===== config.mk =====
export PLATFORM = sky130hd
export DESIGN_NAME = ats_eligibility_gate
export DESIGN_NICKNAME = d
export VERILOG_FILES = /design/src/rtl/ats_eligibility_gate.sv
export SDC_FILE = /design/constraint.sdc
export NUM_CORES = 1
export LEC_CHECK = 0
export BUFFER_PORTS_ARGS = -buffer_cell sky130_fd_sc_hd__buf_2
export CAP_MARGIN = 15
export CORE_ASPECT_RATIO = 0.5
export CORE_MARGIN = 2
export CORE_UTILIZATION = 30
export DETAILED_ROUTE_END_ITERATION = 6
export PLACE_DENSITY = 0.57
export SYNTH_ARGS = -nofsm -noshare
export SYNTH_HDL_FRONTEND = slang
export SYNTH_SLANG_ARGS = --single-unit

===== constraint.sdc =====
create_clock -name clk -period 3.1 [get_ports clk]
set_input_delay 0.155 -clock clk [delete_from_list [all_inputs] [get_ports clk]]
set_output_delay 0.155 -clock clk [all_outputs]
set_load 0.1 [all_outputs]

===== src/rtl/ats_eligibility_gate.sv =====
// ATS per-queue transmission gate: pairs each frame with its eligibility time, holds it until
// the scheduler timer reaches that time, then releases it or drops it if residence is too long.
module ats_eligibility_gate #(
   parameter int unsigned     DATA_WIDTH         = 8,
   parameter int unsigned     TIMESTAMP_WIDTH    = 72,
   parameter longint unsigned MAX_RESIDENCE_TIME = 0,
   parameter int unsigned     COUNTER_WIDTH      = 32
) (
   input  logic                       clk,
   input  logic                       rst,
   input  logic [TIMESTAMP_WIDTH-1:0] ats_scheduler_timer,
   input  logic                       enable,
   input  logic [TIMESTAMP_WIDTH-1:0] s_elig_tdata,
   input  logic                       s_elig_tvalid,
   output logic                       s_elig_tready,
   input  logic [DATA_WIDTH-1:0]      s_axis_tdata,
   input  logic                       s_axis_tvalid,
   output logic                       s_axis_tready,
   input  logic                       s_axis_tlast,
   output logic [DATA_WIDTH-1:0]      m_axis_tdata,
   output logic                       m_axis_tvalid,
   input  logic                       m_axis_tready,
   output logic                       m_axis_tlast,
   output logic [COUNTER_WIDTH-1:0]   pass_count,
   output logic [COUNTER_WIDTH-1:0]   drop_count,
   output logic                       busy
);

   // Residence compare is done at whichever width is wider, so no operand is truncated.
   localparam int unsigned CmpWidth = (TIMESTAMP_WIDTH > 64) ? TIMESTAMP_WIDTH : 64;

   typedef enum logic [1:0] {StIdle, StWait, StPass, StDrop} state_e;

   state_e                     state_q;
   logic [TIMESTAMP_WIDTH-1:0] elig_time_q;
   logic [COUNTER_WIDTH-1:0]   pass_q;
   logic [COUNTER_WIDTH-1:0]   drop_q;

   logic [TIMESTAMP_WIDTH-1:0] delta;
   logic [CmpWidth-1:0]        delta_ext;
   logic                       eligible;
   logic                       over_limit;
   logic                       last_hs;

   // Modular difference: MSB clear means timer is at or past elig_time within half the range.
   assign delta      = ats_scheduler_timer - elig_time_q;
   assign delta_ext  = CmpWidth'(delta);
   assign eligible   = ~delta[TIMESTAMP_WIDTH-1];
   assign over_limit = (MAX_RESIDENCE_TIME != 0) &&
                       (delta_ext > CmpWidth'(MAX_RESIDENCE_TIME));
   assign last_hs    = s_axis_tvalid & s_axis_tready & s_axis_tlast;

   always_ff @(posedge clk) begin
      if (rst) begin
         state_q     <= StIdle;
         elig_time_q <= '0;
         pass_q      <= '0;
         drop_q      <= '0;
      end else begin
         unique case (state_q)
            StIdle: begin
               if (s_elig_tvalid && enable) begin
                  elig_time_q <= s_elig_tdata;
                  state_q     <= StWait;
               end
            end
            StWait: begin
               if (eligible) state_q <= over_limit ? StDrop : StPass;
            end
            StPass: begin
               if (last_hs) begin
                  state_q <= StIdle;
                  if (pass_q != '1) pass_q <= pass_q + COUNTER_WIDTH'(1);
               end
            end
            StDrop: begin
               if (last_hs) begin
                  state_q <= StIdle;
                  if (drop_q != '1) drop_q <= drop_q + COUNTER_WIDTH'(1);
               end
            end
            default: state_q <= StIdle;
         endcase
      end
   end

   always_comb begin
      s_elig_tready = 1'b0;
      s_axis_tready = 1'b0;
      m_axis_tdata  = '0;
      m_axis_tvalid = 1'b0;
      m_axis_tlast  = 1'b0;
      unique case (state_q)
         StIdle: s_elig_tready = enable;
         StPass: begin
            m_axis_tdata  = s_axis_tdata;
            m_axis_tvalid = s_axis_tvalid;
            m_axis_tlast  = s_axis_tlast;
            s_axis_tready = m_axis_tready;
         end
         StDrop: s_axis_tready = 1'b1;
         default: ;
      endcase
   end

   assign busy       = (state_q != StIdle);
   assign pass_count = pass_q;
   assign drop_count = drop_q;

endmodule


# Word level (Yosys, flattened, before mapping)
# Index checks and enable logic that the tools add are counted.
dict set report word_totals {
  regBits 138
  out_inout_bits 77
  wordCells 34
  in_bits 159
}
dict set report classes {
  bitwise_logic 2
  muxes 9
  reduce_logical 8
  addsub 3
  eq_ne 8
}
# operator count
set ops {}
lappend ops {{subtractor 72 bit} 1}
lappend ops {{adder 32 x 1 -> 32 bit, second input constant} 2}
lappend ops {{!= test 32 bit, second input constant} 2}
lappend ops {{AND reduction 3 bit} 3}
lappend ops {{2-to-1 mux 8 bit} 1}
lappend ops {{2-to-1 mux 2 bit} 3}
lappend ops {{case mux 2 bit (3 select lines)} 1}
lappend ops {{== test 2 bit, second input constant} 2}
lappend ops {{!= test 2 bit, second input constant} 2}
lappend ops {{2-to-1 mux 1 bit} 3}
lappend ops {{AND 1 bit} 2}
lappend ops {{== test 2 x 1 -> 1 bit, second input constant} 1}
lappend ops {{logical NOT 2 bit} 1}
lappend ops {{!= test 2 x 1 -> 1 bit, second input constant} 1}
lappend ops {{case mux 1 bit (2 select lines)} 1}
lappend ops {{AND reduction 2 bit} 1}
lappend ops {{nonzero test 2 bit} 1}
lappend ops {{OR reduction 2 bit} 1}
lappend ops {{logical AND 1 bit} 1}

# Longest topological paths before layout
dict set report depth {
  ltp_word 6
  ltp_mapped 11
  depth_no_buf 10
}

# Least setup slack after synthesis
# No wires, ideal clock.
dict set report synth_path {
  path_kind {reg2reg}
  from {register drop_q[3], in the netlist drop_count[3]}
  to {register drop_q[26], in the netlist drop_count[26]}
  path_buffers 2
  t_required_ns 3.030
  setup_time_ns 0.070
  path_stages_with_launch 10
  period_less_slack_ns 3.254
  arrival_time_ns 3.183
  slack_ns -0.154
  path_cell_list {dfxtp_1 > and4_1 > and4_4 > nand3_2 > or4b_1 > buf_2 > or3_1 > buf_2 > or3_1 > a21oi_1}
}
dict set report synth_via {
  elab_chain_len 2
  elab_cells_between_ends 3
  cone_classes {add/sub: 1; eq/ne: 1; reduce/logical: 1}
}
# element line_no
set synth_rtl {}
lappend synth_rtl {{start: declaration} 37} ;# logic [COUNTER_WIDTH-1:0] drop_q;
lappend synth_rtl {{start signal: assignment} 79} ;# if (drop_q != '1) drop_q <= drop_q + COUNTER_WIDTH'(1);
lappend synth_rtl {{branches (longest 2 deep; another with adder 32 x 1 -> 32 bit)} -}
# Parallel ways; which one is timed is not known.
# A chain may end at the register's enable or synchronous reset.

# Worst setup path after layout
dict set report layout_path {
  from {register drop_q[4], in the netlist drop_count[4]}
  to {register drop_q[24], in the netlist drop_count[24]}
}
# Same word-level chain as after synthesis.

==> results.txt <==
* Run status: finished, final reports clean
* Remaining Overflow, GRT: 0
- Final Instance Area: 10,100 um^2
* Net switching power of the design: 0.00114 W
- Placed cell areas: 8820 um^2
- Combinational cells account for 13.7% of the total power.
- Post-Syn Area per Cell: 7.75 um^2
- Count of flip-flops with a built-in enable after synthesis: 0
- Overall track demand over capacity in global routing: 16.9%
- The commonest cells after synthesis are 197 x sky130_fd_sc_hd__nand2_1, 138 x sky130_fd_sc_hd__dfxtp_1, 108 x sky130_fd_sc_hd__a21oi_1.
- The detailed router placed 7,276 vias in this run.
- Setup violators final: 0
* Worst ir drop on vdd: 0.000342 V
- Setup Fix Bufs, Post-CTS: 0
- The H-tree was split into 4 levels.
- The cell area that synthesis handed to floorplanning was 7270 um^2.
- TritonCTS Buffers: 17
- In this run, synthesis produced a sequential element count of 138.
- Initial detailed-routing violation count: 270
- For this design, the CTS-stage hold fixing added 72 buffers.
* Nature of the critical path endpoint: flip-flop
- Kind of critical path: reg2reg
- Net switching is 24.9% of the power.
* Post-synthesis xor/xnor area fraction: 5.90%
- Per report_power, the sequential group accounts for 40.3% of the total.
- After synthesis, the share of cell area in mux cells is 0.568%.
- Power spread over the standard cell area amounts to 453 nW/um^2.
- Hold path endpoint: state_q[1]$_SDFFE_PP0P_
* Worst Tran Pin Value: 0.830 ns
- RSZ-0062 raised after global routing: no
- In this run the most critical hold path is launched from m_axis_tready.
- The number of global-route vias before repair was 7,142.
* Post-DR wirelength/cell: 13.6 um
- Initial core utilization: 30.4%
- Pins Over Slew Limit: 0
- Along the worst path, the maximum fanout reaches 8.
- The die is 224 um wide.
- Placer's final routability congestion estimate: 0.833
- Clock latency on the worst-skew pair, taken at its later pin, is 0.44 ns.
- Sequential elements use 38.0% of the synthesized area.
- The synthesized netlist devotes 24.7% of its cell area to simple gates.
- Die extent in y: 114 um
* Reg clk slew, reported paths: 0.06 ns
- Across all setup checks in the final design, the least slack found is 0.456 ns.
- Number of antenna violations at the first check in global routing: 1
* Achievable frequency: 378 MHz
* Share of power burned in the clock network: 46.1%
- Summed over all failing endpoints, the final setup total negative slack is 0 ns.
- The root buffer cell chosen for the clock tree is sky130_fd_sc_hd__clkbuf_16.
* Most common cell on crit path: sky130_fd_sc_hd__or3_1
- The worst register-to-register path has a setup slack of 0.46 ns.
- Proportion of layout cells with a drive suffix above 1: 22.7%
* Remaining design rule violation count: 0
- Worst path cell trace: and4_1, and4_4, nand3_2, or4b_1, or3_1, or3_1, a21oi_1
- STA puts the critical path data required time at 3.46 ns.
- The Yosys step of the flow raised 0 warnings.
- Max-Slew Margin vs Limit: 44.7%
- The floorplan step defined a core boundary enclosing 23,900 um^2.
- Dominant cell type by area after synthesis: sky130_fd_sc_hd__dfxtp_1
* Area fraction in compound gates after synthesis: 12.3%
* Area share of fa/ha/maj cells after synthesis: 12.4%
- Counting cells, the worst reg-to-reg path comes to 7.
- By instance count, the leading cell after synthesis is sky130_fd_sc_hd__nand2_1.
- Top area cells in the synthesized netlist: sky130_fd_sc_hd__dfxtp_1 38%, sky130_fd_sc_hd__ha_1 12%, sky130_fd_sc_hd__nand2_1 10%, sky130_fd_sc_hd__a21oi_1 7.4%, sky130_fd_sc_hd__inv_1 4.3%
- The count of buffers added on input and output ports is 235.
* First-pass iteration count of the detailed router: 4
- Post-detailed-route count of antenna-violating nets: 0
- Final critical path time including I/O delays and setup: 2.64 ns
- TritonCTS built the clock tree.
- Gates resized during post-CTS repair numbered 0.
- Finished Layout Cells: 1,565
- Setup slack after placement: 0.404 ns
- For the worst setup path, the data arrival time is 3.01 ns.
- In the synthesized netlist the dominant register cell turns out to be sky130_fd_sc_hd__dfxtp_1.
- Fin nets: 1,467
- The die covers 25,600 um^2.
* CTS Buffer Depth: 2
- The final layout contains routed wiring with a total length of 21,200 um.
- Worst flop-to-flop path endpoint: drop_count[24]$_SDFFE_PP0P_
- Share of the synthesized area in the top cell type: 38.0%
- After synthesis, the netlist uses 43 different library cells.
- Post-Synthesis Cells: 938
- The worst setup path is launched from a flip-flop.
* Async S/R FF share, synth: 0%
- Area added between synthesis and finish: 39.5%
- Max-cap viol count: 0
- Number of cells on the worst hold path: 4
- Number of cells after detailed placement: 1,460
- After detailed routing, the number of vias per cell comes to 4.65.
* Slowest stage cell, crit path: sky130_fd_sc_hd__or4b_1
- Crit share post-route: 85.3%
- Synthesized netlist net count: 1,169
- Cell internal power was estimated by the tool at 0.00346 W.
* Pin count of the biggest net entering global routing: 76
- Number of endpoints with negative hold slack in the final report: 0
- Classification of the worst-slack hold path: in2reg
* Setup Skew: 0.00800 ns
* TritonCTS sink count: 138
* Top Ports: 236
- Summed over all nets, the half-perimeter wirelength after detailed placement is 15,600 um.
* Critical register-to-register path startpoint: drop_count[4]$_SDFFE_PP0P_
- The floorplan has 40 rows.
* Combinational family with the most area after synthesis: simple AND/OR/NAND/NOR gates
* Highest cell delay on the worst timing path: 0.62 ns
- Global-route wire length before repair: 34,100 um
- Leakage power total: 4.29 nW
[state kept, by name (all words and copies together), names as in the netlist]
register / flops
drop_count: 32
pass_count: 32
state_q: 2
elig_time_q: 72
[logic make-up after synthesis]
logic type,Yosys count
AO/OA/AOI/OAI,159
XOR/XNOR,49
adder cells (fa/ha/maj),72
buffers and inverters,120
flip-flops,138
multiplexers,4
AND/OR/NAND/NOR,396
[worst max path at each step]
| stage | startpoint | end | slack (ns) | depth (start not counted) |
|---|---|---|---|---|
| 2_1_floorplan | drop_count[1]$_SDFFE_PP0P_ | drop_count[26]$_SDFFE_PP0P_ | 0.002 | 9 |
| 3_3_place_gp | elig_time_q[68]$_SDFFE_PP0P_ | state_q[1]$_SDFFE_PP0P_ | 0.52 | 11 |
| 3_5_place_dp | elig_time_q[69]$_SDFFE_PP0P_ | state_q[1]$_SDFFE_PP0P_ | 0.40 | 11 |
| 4_1_cts | elig_time_q[69]$_SDFFE_PP0P_ | state_q[1]$_SDFFE_PP0P_ | 0.37 | 11 |
| 5_1_grt | elig_time_q[68]$_SDFFE_PP0P_ | state_q[0]$_SDFFE_PP0P_ | 0.20 | 11 |
| 6_report | drop_count[4]$_SDFFE_PP0P_ | drop_count[24]$_SDFFE_PP0P_ | 0.46 | 7 |
[per-stage QoR]
step                      total power [W]  util (%)  hold WS (ns)
after global routing              0.00483      42.4         0.200
after detailed placement          0.00245      36.9         0.401
final                             0.00460      42.4         0.203
after floorplan                   0.00224         -         0.291
after CTS                         0.00467      42.4         0.154
after global placement            0.00243      36.9         0.397
[power by group through the flow]
| stage | clock [W] | combinational, W | sequential (W) |
|---|---|---|---|
| CTS | 0.00218 | 0.000633 | 0.00185 |
| floorplan | 0 | 0.000351 | 0.00189 |
| global placement | 0 | 0.000539 | 0.00189 |
| detailed placement | 0 | 0.000558 | 0.00189 |
| finish | 0.00212 | 0.000629 | 0.00185 |
| global route | 0.00226 | 0.000711 | 0.00186 |
[layout make-up]
| type | instances | area, um^2 |
|---|---|---|
| Antenna cell | 1 | 2.50 |
| Clock buffer | 25 | 495 |
| Clock inverter | 7 | 113 |
| Fill cell | 2424 | 13800 |
| Inverter | 84 | 315 |
| Multi-Input combinational cell | 680 | 4060 |
| Sequential cell | 138 | 2770 |
| Tap cell | 315 | 394 |
| Timing Repair Buffer | 315 | 2000 |
[routing by layer]
metal | part of all wire [%] | GRT usage [%] | up-vias
li1 | - | - | 3740
met1 | 42 | 18.7 | 3375
met2 | 51 | 30.4 | 118
met3 | 3.9 | 4.75 | 43
met4 | 2.7 | 7.99 | 0
met5 | 0 | 0 | -
[critical path: cells and delay by family (launching register included)]
family	cells	cell delay, ns
compound gates	1	0.15
flops	1	0.36
simple gates	6	2.06
[cells in the final DEF, fill, tap and decap left out, types with 5 or more instances in the layout]
| master | Yosys | final |
|---|---|---|
| sky130_fd_sc_hd__buf_2 | 2 | 234 |
| sky130_fd_sc_hd__nand2_1 | 197 | 196 |
| sky130_fd_sc_hd__dfxtp_1 | 138 | 133 |
| sky130_fd_sc_hd__a21oi_1 | 108 | 108 |
| sky130_fd_sc_hd__inv_1 | 84 | 84 |
| sky130_fd_sc_hd__nor2_1 | 73 | 73 |
| sky130_fd_sc_hd__ha_1 | 72 | 72 |
| sky130_fd_sc_hd__dlygate4sd3_1 | 0 | 72 |
| sky130_fd_sc_hd__xor2_1 | 27 | 27 |
| sky130_fd_sc_hd__nand3_1 | 24 | 24 |
| sky130_fd_sc_hd__xnor2_1 | 22 | 22 |
| sky130_fd_sc_hd__o21ai_0 | 20 | 20 |
| sky130_fd_sc_hd__nand4_1 | 18 | 18 |
| sky130_fd_sc_hd__clkbuf_16 | 0 | 17 |
| sky130_fd_sc_hd__and2_1 | 16 | 16 |
| sky130_fd_sc_hd__and3_1 | 14 | 13 |
| sky130_fd_sc_hd__nor3_1 | 13 | 13 |
| sky130_fd_sc_hd__or3_1 | 13 | 13 |
| sky130_fd_sc_hd__and4_1 | 7 | 7 |
| sky130_fd_sc_hd__nor4_1 | 6 | 6 |
| sky130_fd_sc_hd__buf_4 | 0 | 6 |
| sky130_fd_sc_hd__a211oi_1 | 5 | 5 |
| sky130_fd_sc_hd__a221oi_1 | 5 | 5 |
| sky130_fd_sc_hd__dfxtp_2 | 0 | 5 |
Note: power is estimated with default switching activity, not from simulation.
